`config.mk`:
```
export PLATFORM = sky130hd
export DESIGN_NAME = div_unit_flat
export DESIGN_NICKNAME = d
export VERILOG_FILES = /design/src/rtl/div_unit_if.sv /design/src/rtl/div_unit.sv /design/src/flat_wrapper.sv
export SDC_FILE = /design/constraint.sdc
export NUM_CORES = 1
export LEC_CHECK = 0
export ABC_AREA = 1
export CELL_PAD_IN_SITES_DETAIL_PLACEMENT = 1
export CELL_PAD_IN_SITES_GLOBAL_PLACEMENT = 1
export CORE_MARGIN = 2
export CORE_UTILIZATION = 35
export DETAILED_ROUTE_END_ITERATION = 16
export PLACE_DENSITY_LB_ADDON = 0.1
export SYNTH_ARGS = -nofsm -noshare
export SYNTH_HDL_FRONTEND = slang
export SYNTH_SLANG_ARGS = --single-unit
```
`constraint.sdc`:
```
create_clock -name clk -period 4.8 [get_ports clk]
set_input_delay 0.48 -clock clk [delete_from_list [all_inputs] [get_ports clk]]
set_output_delay 0.48 -clock clk [all_outputs]
set_load 0.01 [all_outputs]
```
`src/rtl/div_unit_if.sv`:
```
// div_unit_if: request/result bundle between the EX-stage divide issuer
// (master) and the iterative divider (slave).
interface div_unit_if #(
  parameter int WIDTH = 32
);
  logic               signed_div_i;
  logic [WIDTH-1:0]   opdata1_i;
  logic [WIDTH-1:0]   opdata2_i;
  logic               start_i;
  logic               annul_i;
  logic [2*WIDTH-1:0] result_o;
  logic               ready_o;
  logic               stallreq_o;

  // Requester side: drives operands and the start/annul controls.
  modport master (
    output signed_div_i, opdata1_i, opdata2_i, start_i, annul_i,
    input  result_o, ready_o, stallreq_o
  );

  // Divider side: consumes the request, returns {remainder, quotient}.
  modport slave (
    input  signed_div_i, opdata1_i, opdata2_i, start_i, annul_i,
    output result_o, ready_o, stallreq_o
  );
endinterface

```
`src/rtl/div_unit.sv`:
```
// div_unit: iterative radix-2 restoring divider for MIPS DIV/DIVU.
// One quotient bit per clock on magnitudes, sign fix-up on the last
// iteration. Result is {remainder, quotient} for the HI/LO write-back.
// Optional feature macro: DIV_EARLY_OUT_EN -- when defined, requests with
// |dividend| < |divisor| finish in one cycle (q = 0, r = dividend).
module div_unit #(
  parameter int WIDTH = 32,
  parameter int CNT_W = 6
) (
  input logic       clk,
  input logic       rst,
  div_unit_if.slave bus
);

  typedef enum logic [1:0] {
    S_FREE   = 2'd0,
    S_BYZERO = 2'd1,
    S_ON     = 2'd2,
    S_END    = 2'd3
  } state_t;

  state_t r_state;
  state_t w_state_next;

  logic [CNT_W-1:0]   r_cnt;
  logic               r_signed;
  logic               r_a_neg;
  logic               r_b_neg;
  logic [WIDTH-1:0]   r_b;        // divisor magnitude
  logic [2*WIDTH:0]   r_pr;       // {partial remainder (WIDTH+1), quotient (WIDTH)}
  logic [2*WIDTH-1:0] r_result;
  logic               r_ready;

  // Operand decode, valid in FREE when a request is presented.
  logic             w_a_neg;
  logic             w_b_neg;
  logic [WIDTH-1:0] w_abs_a;
  logic [WIDTH-1:0] w_abs_b;
  logic             w_div_zero;
  logic             w_accept;
  logic             w_early;

  assign w_a_neg    = bus.signed_div_i & bus.opdata1_i[WIDTH-1];
  assign w_b_neg    = bus.signed_div_i & bus.opdata2_i[WIDTH-1];
  assign w_abs_a    = w_a_neg ? (~bus.opdata1_i + 1'b1) : bus.opdata1_i;
  assign w_abs_b    = w_b_neg ? (~bus.opdata2_i + 1'b1) : bus.opdata2_i;
  assign w_div_zero = (bus.opdata2_i == '0);
  assign w_accept   = (r_state == S_FREE) & bus.start_i & ~bus.annul_i;

`ifdef DIV_EARLY_OUT_EN
  // Quotient is trivially zero when the dividend magnitude is smaller.
  assign w_early = (w_abs_a < w_abs_b);
`else
  assign w_early = 1'b0;
`endif

  // One restoring step: shift, trial-subtract, keep or restore.
  logic [2*WIDTH:0] w_shift;
  logic [WIDTH:0]   w_shift_rem;
  logic [WIDTH+1:0] w_trial;
  logic             w_trial_ok;
  logic [2*WIDTH:0] w_pr_step;

  assign w_shift     = r_pr << 1;
  assign w_shift_rem = w_shift[2*WIDTH:WIDTH];
  // One extra bit so the borrow is exact even when the shifted remainder
  // uses its top bit.
  assign w_trial     = {1'b0, w_shift_rem} - {2'b00, r_b};
  assign w_trial_ok  = ~w_trial[WIDTH+1];
  assign w_pr_step   = w_trial_ok ? {w_trial[WIDTH:0], w_shift[WIDTH-1:1], 1'b1}
                                  : w_shift;

  // Sign fix-up applied to the result of the final iteration.
  logic [WIDTH-1:0] w_q_raw;
  logic [WIDTH-1:0] w_r_raw;
  logic [WIDTH-1:0] w_q_fix;
  logic [WIDTH-1:0] w_r_fix;
  logic             w_last;

  assign w_q_raw = w_pr_step[WIDTH-1:0];
  assign w_r_raw = w_pr_step[2*WIDTH-1:WIDTH];
  assign w_q_fix = (r_signed & (r_a_neg ^ r_b_neg)) ? (~w_q_raw + 1'b1) : w_q_raw;
  assign w_r_fix = (r_signed & r_a_neg) ? (~w_r_raw + 1'b1) : w_r_raw;
  assign w_last  = (r_cnt == CNT_W'(WIDTH - 1));

  // State register.
  always_ff @(posedge clk) begin
    if (rst) begin
      r_state <= S_FREE;
    end else begin
      r_state <= w_state_next;
    end
  end

  // Next-state logic.
  always_comb begin
    w_state_next = r_state;
    case (r_state)
      S_FREE: begin
        if (w_accept) begin
          if (w_div_zero) begin
            w_state_next = S_BYZERO;
          end else if (w_early) begin
            w_state_next = S_END;
          end else begin
            w_state_next = S_ON;
          end
        end
      end
      S_BYZERO: begin
        w_state_next = bus.annul_i ? S_FREE : S_END;
      end
      S_ON: begin
        if (bus.annul_i) begin
          w_state_next = S_FREE;
        end else if (w_last) begin
          w_state_next = S_END;
        end
      end
      S_END: begin
        if (!bus.start_i) begin
          w_state_next = S_FREE;
        end
      end
      default: w_state_next = S_FREE;
    endcase
  end

  // Operand capture, iteration datapath and result register.
  always_ff @(posedge clk) begin
    if (rst) begin
      r_cnt    <= '0;
      r_signed <= 1'b0;
      r_a_neg  <= 1'b0;
      r_b_neg  <= 1'b0;
      r_b      <= '0;
      r_pr     <= '0;
      r_result <= '0;
      r_ready  <= 1'b0;
    end else begin
      r_ready <= (w_state_next == S_END);
      case (r_state)
        S_FREE: begin
          if (w_accept) begin
            r_cnt    <= '0;
            r_signed <= bus.signed_div_i;
            r_a_neg  <= w_a_neg;
            r_b_neg  <= w_b_neg;
            r_b      <= w_abs_b;
            if (w_div_zero) begin
              // Divide-by-zero reports the raw dividend as remainder.
              r_pr <= {{(WIDTH+1){1'b0}}, bus.opdata1_i};
            end else begin
              r_pr <= {{(WIDTH+1){1'b0}}, w_abs_a};
              if (w_early) begin
                r_result <= {bus.opdata1_i, {WIDTH{1'b0}}};
              end
            end
          end
        end
        S_BYZERO: begin
          if (!bus.annul_i) begin
            r_result <= {r_pr[WIDTH-1:0], {WIDTH{1'b1}}};
          end
        end
        S_ON: begin
          if (bus.annul_i) begin
            r_cnt <= '0;
          end else begin
            r_pr  <= w_pr_step;
            r_cnt <= r_cnt + CNT_W'(1);
            if (w_last) begin
              r_result <= {w_r_fix, w_q_fix};
            end
          end
        end
        S_END: begin
          if (!bus.start_i) begin
            r_result <= '0;
            r_cnt    <= '0;
          end
        end
        default: ;
      endcase
    end
  end

  assign bus.result_o   = r_result;
  assign bus.ready_o    = r_ready;
  // Hold the issuing instruction until the result is available.
  assign bus.stallreq_o = bus.start_i & ~r_ready & ~rst;

endmodule

```
`src/flat_wrapper.sv`:
```
// flat-port wrapper written by rule: the top's interface ports become plain ports
module div_unit_flat 
#(
  parameter int WIDTH = 32,
  parameter int CNT_W = 6
)
  (clk, rst, bus_signed_div_i, bus_opdata1_i, bus_opdata2_i, bus_start_i, bus_annul_i, bus_result_o, bus_ready_o, bus_stallreq_o);
  div_unit_if #(.WIDTH(WIDTH)) bus_i ();
  input logic clk;
  input logic rst;
  input wire logic [$bits(bus_i.signed_div_i)-1:0] bus_signed_div_i;
  input wire logic [$bits(bus_i.opdata1_i)-1:0] bus_opdata1_i;
  input wire logic [$bits(bus_i.opdata2_i)-1:0] bus_opdata2_i;
  input wire logic [$bits(bus_i.start_i)-1:0] bus_start_i;
  input wire logic [$bits(bus_i.annul_i)-1:0] bus_annul_i;
  output wire logic [$bits(bus_i.result_o)-1:0] bus_result_o;
  output wire logic [$bits(bus_i.ready_o)-1:0] bus_ready_o;
  output wire logic [$bits(bus_i.stallreq_o)-1:0] bus_stallreq_o;
  assign bus_i.signed_div_i = bus_signed_div_i;
  assign bus_i.opdata1_i = bus_opdata1_i;
  assign bus_i.opdata2_i = bus_opdata2_i;
  assign bus_i.start_i = bus_start_i;
  assign bus_i.annul_i = bus_annul_i;
  assign bus_result_o = bus_i.result_o;
  assign bus_ready_o = bus_i.ready_o;
  assign bus_stallreq_o = bus_i.stallreq_o;
  div_unit #(.WIDTH(WIDTH), .CNT_W(CNT_W)) u_core (.clk(clk), .rst(rst), .bus(bus_i));
endmodule
```
Word-level counts from Yosys, hierarchy flattened
Index checks and enable logic that the tools add are counted.
- bits in registers: 172
- input bits: 69
- word-level logic and storage cells: 75
- add/subtract/negate cells: 6
- equal/unequal tests: 10
- muxes and demuxes: 25
- bitwise logic cells: 17
- reduce and logical (&&, ||, !) cells: 8
- operators by type and width (cell ; number):
    two-way mux 64 bit ; 7
    case mux 64 bit (3 select lines) ; 1
    two-way mux 32 bit ; 5
    adder 32 x 1 -> 32 bit (second input constant) ; 4
    inverter 32 bit ; 4
    case mux 64 bit (2 select lines) ; 1
    subtractor 33 x 32 -> 34 bit ; 1
    zero test 32 bit ; 1
    two-way mux 6 bit ; 3
    case mux 6 bit (3 select lines) ; 1
    two-way mux 2 bit ; 6
    AND 1 bit ; 8
    case mux 2 bit (4 select lines) ; 1
    adder 6 x 1 -> 6 bit (second input constant) ; 1
    == test 2 bit (second input constant) ; 3
    == test 6 x 5 -> 1 bit (second input constant) ; 1
    inequality test 2 bit (second input constant) ; 3
    AND reduction 3 bit ; 2
    AND reduction 5 bit ; 1
    inequality test 2 x 1 -> 1 bit (second input constant) ; 2
    inverter 1 bit ; 4
    nonzero test 3 bit ; 1
    == test 2 x 1 -> 1 bit (second input constant) ; 1
    zero test 2 bit ; 1
    3 further kinds ; 3

Logic depth before layout (Yosys ltp)
Gate-level depths: netlist of the first run.
- depth in word-level cells: 8
- gate-level depth with buffers: 30
- gate-level depth less buffers: 29

Least setup slack after synthesis of the first run
No wires, ideal clock.
- path type: register to register
- start point: reg u_core.r_b[23]
- end point: reg u_core.r_result[30] (netlist: u_core.bus.result_o[30])
- setup time: 0.113 ns
- arrival: 3.304 ns
- required time: 4.687 ns
- setup slack: 1.383 ns
- stages on the path, launching flop included: 27
- buffers on the path: 1
- period minus slack after synthesis: 3.417 ns
- path through: dfxtp_1 > inv_1 > ha_1 > nand2_2 > inv_2 > a21oi_2 > a21oi_4 > nor2_8 > nand2_8 > inv_2 > buf_6 > ha_1 > nand3_1 > nor3_1 > nand3_1 > nor3_2 > nand3_1 > nand2_1 > nand2_1 > a21oi_2 > nand2_1 > nor2_1 > o21ai_1 > nand3_1 > nand2_1 > o21ai_1 > inv_1
- word-level cells in the longest chain between the ends: 8
- ends and longest elaborated chain (element ; line ; RTL):
    from (decl) ; div_unit.sv:29 ; logic [WIDTH-1:0] r_b;
    from (signal assigned) ; div_unit.sv:149 ; r_b <= w_abs_b;
    subtractor 33 x 32 -> 34 bit ; div_unit.sv:68 ; assign w_trial = {1'b0, w_shift_rem} - {2'b00, r_b};
    two-way mux 64 bit ; div_unit.sv:70 ; assign w_pr_step = w_trial_ok ? {w_trial[WIDTH:0], w_shift[WIDTH-1:1], 1'b1}
    inverter 32 bit ; div_unit.sv:82 ; assign w_q_fix = (r_signed & (r_a_neg ^ r_b_neg)) ? (~w_q_raw + 1'b1) : w_q_raw;
    adder 32 x 1 -> 32 bit ; div_unit.sv:82 ;
    two-way mux 32 bit ; div_unit.sv:82 ;
    two-way mux 64 bit ; div_unit.sv:172 ; if (w_last) begin
    two-way mux 64 bit ; div_unit.sv:167 ; if (bus.annul_i) begin
    case mux 64 bit (3 select lines) ; div_unit.sv:142 ; case (r_state)
    to (signal assigned) ; div_unit.sv:156 ; r_result <= {bus.opdata1_i, {WIDTH{1'b0}}};
    to (signal assigned) ; div_unit.sv:163 ; r_result <= {r_pr[WIDTH-1:0], {WIDTH{1'b1}}};
    to (signal assigned) ; div_unit.sv:173 ; r_result <= {w_r_fix, w_q_fix};
    to (decl) ; div_unit.sv:31 ; logic [2*WIDTH-1:0] r_result;
Every way passes these cells. The select of a mux whose other input is x is not followed.
A chain may end at the register's enable or synchronous reset.

Final worst setup path of the first run
Same ends and word-level chain as after synthesis.

==> results of run 1 <==
[through the flow]
step | hold WS [ns] | cells | instance area [sq um] | worst slack [ns]
final | 0.485 | 2923 | 16100 | 0.550
after global routing | 0.517 | 2922 | 16100 | 0.129
after CTS | 0.488 | 2922 | 16100 | 0.621
after detailed placement | 0.476 | 2891 | 15500 | 0.641
after global placement | 0.458 | 2891 | 15500 | 0.795
after floorplan | 0.445 | 2319 | 13800 | 1.38
[sequential cells by signal, indices dropped and copies added (netlist names)]
name                 cells
u_core.bus.ready_o       1
u_core.bus.result_o     64
u_core.r_a_neg           1
u_core.r_cnt             6
u_core.r_signed          1
u_core.r_state           2
u_core.r_b              32
u_core.r_pr             64
u_core.r_b_neg           1
[logic make-up (layout without fill, tap and decap cells)]
kind of cell / Yosys count / after routing
adders and majority gates: 38 / 38
xor gates and xnor gates: 58 / 58
other: 0 / 1
DFF: 172 / 172
AOI/OAI and AO/OA: 453 / 453
and+or+nand+nor: 1168 / 1168
buffers and inverters: 429 / 514
muxes: 1 / 1
[worst paths after layout]
check,start,endpoint,slack [ns],cells past startpoint
setup / recovery,u_core.r_b[23],u_core.bus.result_o[30],0.55,25
hold / removal,u_core.r_b[31],u_core.r_b[31],0.48,2
setup reg to reg,u_core.r_b[23],u_core.bus.result_o[30],0.55,25
hold reg to reg,u_core.r_b[31],u_core.r_b[31],0.48,2
[placed cells by master, fill, tap and decap left out, types with 10 or more instances in the layout]
| master | synthesis | final |
|---|---|---|
| nand2_1 | 632 | 632 |
| inv_1 | 315 | 314 |
| a21oi_1 | 198 | 197 |
| nand3_1 | 186 | 186 |
| nor2_1 | 188 | 183 |
| dfxtp_1 | 172 | 172 |
| o21ai_0 | 159 | 159 |
| clkdlybuf4s50_1 | 0 | 133 |
| xor2_1 | 50 | 50 |
| nor3_1 | 37 | 37 |
| ha_1 | 37 | 37 |
| nand4_1 | 29 | 29 |
| o211ai_1 | 27 | 27 |
| buf_4 | 0 | 21 |
| nand2_2 | 20 | 20 |
| nor2_2 | 14 | 17 |
| clkbuf_16 | 0 | 17 |
| nor4_1 | 14 | 14 |
| o21ai_1 | 12 | 12 |
| inv_2 | 10 | 11 |
| nand3b_1 | 10 | 10 |
| o221ai_1 | 10 | 10 |
[final cells by class]
| type | count | area, sq um | area share, % |
|---|---|---|---|
| Multi-Input combinational cell | 1718 | 8680 | 53.9 |
| Sequential cell | 172 | 3440 | 21.4 |
| Timing Repair Buffer | 156 | 1510 | 9.40 |
| Inverter | 327 | 1230 | 7.62 |
| Tap cell | 518 | 648 | 4.02 |
| Clock buffer | 19 | 453 | 2.81 |
| Clock inverter | 12 | 138 | 0.855 |
| Antenna cell | 1 | 2.50 | 0.0155 |
[worst max-delay path: stages (launching register included)]
cell     delay, ns
dfxtp_1       0.35
inv_1         0.05
ha_1          0.34
nand2_2       0.12
inv_2         0.04
a21oi_2       0.26
a21oi_4       0.12
nor2_8        0.36
nand2_8       0.18
inv_2         0.10
ha_1          0.16
nand3_1       0.12
nor3_1        0.20
nand3_1       0.17
nor3_2        0.21
nand3_1       0.13
nand2_1       0.12
nand2_1       0.11
a21oi_2       0.21
nand2_1       0.14
nor2_1        0.19
o21ai_1       0.12
nand3_1       0.10
nand2_1       0.06
o21ai_1       0.13
inv_1         0.05
[power breakdown]
group          switching, mW  internal [mW]
Combinational           1.34          0.537
Sequential            0.0934           1.49
Clock                  0.674          0.798
Total                   2.10           2.83
[routing by layer]
layer | GRT usage [%] | up-vias | routed length, um
met4 | 7.46 | 0 | 1120
li1 | - | 7651 | -
met2 | 44.1 | 333 | 25200
met3 | 5.56 | 50 | 3310
met5 | 0 | - | 0
met1 | 40.0 | 7491 | 28500
==> results.ini, run 1 <==
[run_status]
status = finished, final reports clean

[cells_and_area]
utilization_pct = 41.6
drive_gt1_share_pct = 5.99
areaGrowthSynthToFinish_pct = 16.9
num-nets-final = 2499
num-fill-cells = 5214

[power]
p_per_area_mw_per_mm2 = 306
p_leak_nw = 7.40
irDropWorstVdd_v = 0.000242
design_power_total_mw = 4.93

[clocking]
root_buffer = clkbuf_16
cts_tree = built
cts_max_path_buffers = 2
cts.sinks = 172
cts_hold_buffers = 0
h-tree-depth = 4
cts_resized = 0
cts_made_buffers = 17
clock_latency_ns = 0.48
post_cts.repair.setup_buffers = 0
path_clk_slew_ns = 0.08

[worst_setup_path]
worstPathArrival_ns = 4.62
end_kind = register
cp-start-kind = register
crit_type = register to register
cp.required_ns = 5.17
crit_fanout = 24

[timing]
post-route-period-util_pct = 88.5
rsz0062_at_grt = false
min_period_ns = 4.25
tightest_slew_ns = 1.06
clock-skew-final_ns = 0.0205
relSlewSlack_pct = 29.0
hold_viol_final = 0
setup_viol = 0
fmax_mhz = 235
slew_viol_final = 0
fin_setup_tns_ns = 0

[floorplanning]
die-area_sq_mm = 0.0410
die_h_um = 202
coreArea_sq_mm = 0.0387
start_util_pct = 35.6
row_count = 72
die_w_um = 202
ios = 135

[logic_synthesis]
synth_nets = 2426
synthAdderAreaFrac_pct = 3.51
synth_largest_area_cell = dfxtp_1
synth_most_common_cell = nand2_1
synthSimpleGateAreaFrac_pct = 37.1
yosysSeqAreaShare_pct = 25.0
postSynthCellCount = 2319
synthTopCellsByArea = dfxtp_1, nand2_1, inv_1
synth_edf_count = 0
synth_xor_area_share_pct = 3.69
asyncSetResetFlopFracSynth_pct = 0
synth_warnings = 0
netlist_area_sq_mm = 0.0138
synth_top_family_by_area = simple AND/OR/NAND/NOR gates
synth.top_cells.by_count = nand2_1, inv_1, a21oi_1
yosysTopAreaCellShare_pct = 25.0
synth.distinct_cells = 59
syn_area_per_cell_sq_um = 5.94
ys_seq_elements = 172
synthMuxAreaShare_pct = 0.0727
ys.flop_type = dfxtp_1
synth_compound_area_share_pct = 18.3

[grt]
first_global_vias = 15200
grt_pass1_wl_um = 89500
grt_max_degree = 66
antenna_found_initial = 1
overflow = 0
grt_usage_pct = 28.4

[detailed_routing]
drt_wl_total_um = 58200
drtAntennaViolNets = 0
route.detailed.drc = 0
drtIter0Drc = 1039
viasPerCell = 5.31
wire_per_inst_um = 19.9
route.vias.total = 15500
dr.pass1.iters = 5

[worst_hold_path]
min_path_type = register to register

[job]
drv_cap = 0

[placement]
portBuffers = 134
gp_congestion = 0.981
dp.final_hpwl_um = 45700

(Power assumes the default switching activity.)
==> inputs of run 2 (changes only) <==
--- a/config.mk
+++ b/config.mk
@@ -10,6 +10,7 @@
 export CELL_PAD_IN_SITES_GLOBAL_PLACEMENT = 1
 export CORE_MARGIN = 2
 export CORE_UTILIZATION = 35
+export CTS_BUF_LIST = sky130_fd_sc_hd__clkbuf_4
 export DETAILED_ROUTE_END_ITERATION = 16
 export PLACE_DENSITY_LB_ADDON = 0.1
 export SYNTH_ARGS = -nofsm -noshare
==> results.ini, run 2 (same netlist as run 1, synthesis figures left out) <==
[clocking]
cts_tree = built
cts_max_path_buffers = 2
cts_hold_buffers = 0
root_buffer = clkbuf_4
cts.sinks = 172
post_cts.repair.setup_buffers = 0
h-tree-depth = 4
clock_latency_ns = 0.70
cts_resized = 0
path_clk_slew_ns = 0.16
cts_made_buffers = 17

[detailed_routing]
route.vias.total = 15500
drtAntennaViolNets = 0
dr.pass1.iters = 6
viasPerCell = 5.30
drtIter0Drc = 928
route.detailed.drc = 0
drt_wl_total_um = 57800
wire_per_inst_um = 19.8

[power]
irDropWorstVdd_v = 0.000162
p_leak_nw = 7.26
power_frac_clock_pct = 21.0
p_seq_share_pct = 36.3
p_per_area_mw_per_mm2 = 277
internal_power_mw = 2.34
design_power_total_mw = 4.37
comb_power_share_pct = 42.7
net-switching-power_mw = 2.03
switching_share_pct = 46.5

[cells_and_area]
areaGrowthSynthToFinish_pct = 14.6
mostFrequentLayoutCell = nand2_1
num-nets-final = 2499
multiInputGateArea_sq_mm = 0.00868
num-fill-cells = 5232
regArea_sq_mm = 0.00344
drive_gt1_share_pct = 5.91
final_area_sq_mm = 0.0158
mostFrequentLayoutCells = nand2_1, inv_1, a21oi_1

[timing]
min_period_ns = 4.24
relSlewSlack_pct = 29.1
rsz0062_at_grt = false
setup_viol = 0
clock-skew-final_ns = 0.0395
fmax_mhz = 236
setup_slack_ns = 0.560
tightest_slew_ns = 1.06
hold_viol_final = 0
post-route-period-util_pct = 88.3
slew_viol_final = 0
hold_slack_ns = 0.418
fin_setup_tns_ns = 0

[job]
drv_cap = 0

[grt]
grt_max_degree = 66
grt_usage_pct = 28.3
overflow = 0
antenna_found_initial = 3
first_global_vias = 15200
grt_pass1_wl_um = 89200

[run_status]
status = finished, final reports clean

[floorplanning]
coreArea_sq_mm = 0.0387
die_w_um = 202
die_h_um = 202
die-area_sq_mm = 0.0410
ios = 135
start_util_pct = 35.6
row_count = 72

[placement]
gp_congestion = 0.981
place_area_sq_mm = 0.0155
pre_cts_slack_ns = 0.641
portBuffers = 134
dp.final_hpwl_um = 45700

[worst_setup_path]
critical_path_buf_inv_count = 4
cp.required_ns = 5.41
cp-start-kind = register
crit_fanout = 24
crit_family = simple AND/OR/NAND/NOR gates
crit_type = register to register
max_stage_delay_ns = 0.38
slowest_stage = dfxtp_1
end_kind = register
worstPathArrival_ns = 4.85

[worst_hold_path]
min_path_type = input pin to register

run 2: cell types whose count changed in the layout (fill, tap and decap cells not counted):
cell | previous run | this run
clkinv_1 | 2 | 4
clkbuf_4 | 0 | 17
clkbuf_8 | 2 | 0
clkbuf_16 | 17 | 0
run 2: metrics by stage:
step	cells	util [%]
2_1_floorplan	2319	-
3_3_place_gp	2891	40.0
3_5_place_dp	2891	40.0
4_1_cts	2922	40.7
5_1_grt	2923	40.8
6_report	2923	40.8
run 2: worst paths after layout:
path                                                 to  slack, ns  cells past startpoint              from
worst max-delay path            u_core.bus.result_o[30]       0.56                     25    u_core.r_b[23]
worst min-delay path                      u_core.r_b[0]       0.42                      3  bus_opdata2_i[0]
worst max register to register  u_core.bus.result_o[30]       0.56                     25    u_core.r_b[23]
worst min register to register          u_core.r_pr[59]       0.50                      2   u_core.r_pr[59]
run 2: worst min-delay path, stage by stage:
cell	delay (ns)
clkdlybuf4s50_1	0.39
inv_1	0.11
a21oi_1	0.07
run 2: final cells by class:
class	instances	area share, %
Clock buffer	17	0.808
Sequential cell	172	21.8
Inverter	327	7.78
Antenna cell	1	0.0159
Multi-Input combinational cell	1718	55.0
Timing Repair Buffer	156	9.59
Tap cell	518	4.11
Clock inverter	14	0.919
run 2: power groups by stage:
stage | clock [mW] | sequential (mW) | combinational, mW
after floorplan | 0 | 1.57 | 1.26
final | 0.918 | 1.59 | 1.87
after CTS | 0.945 | 1.58 | 1.85
after global placement | 0 | 1.61 | 1.80
after global routing | 0.985 | 1.60 | 2.07
after detailed placement | 0 | 1.61 | 1.84
run 2: per-layer routing:
metal / share of wire (%) / up-vias / GRT usage, %
met5: 0 / - / 0
met4: 1.8 / 0 / 6.80
met3: 5.5 / 53 / 5.18
met2: 43 / 340 / 44.3
met1: 49 / 7461 / 40.0
li1: - / 7652 / -
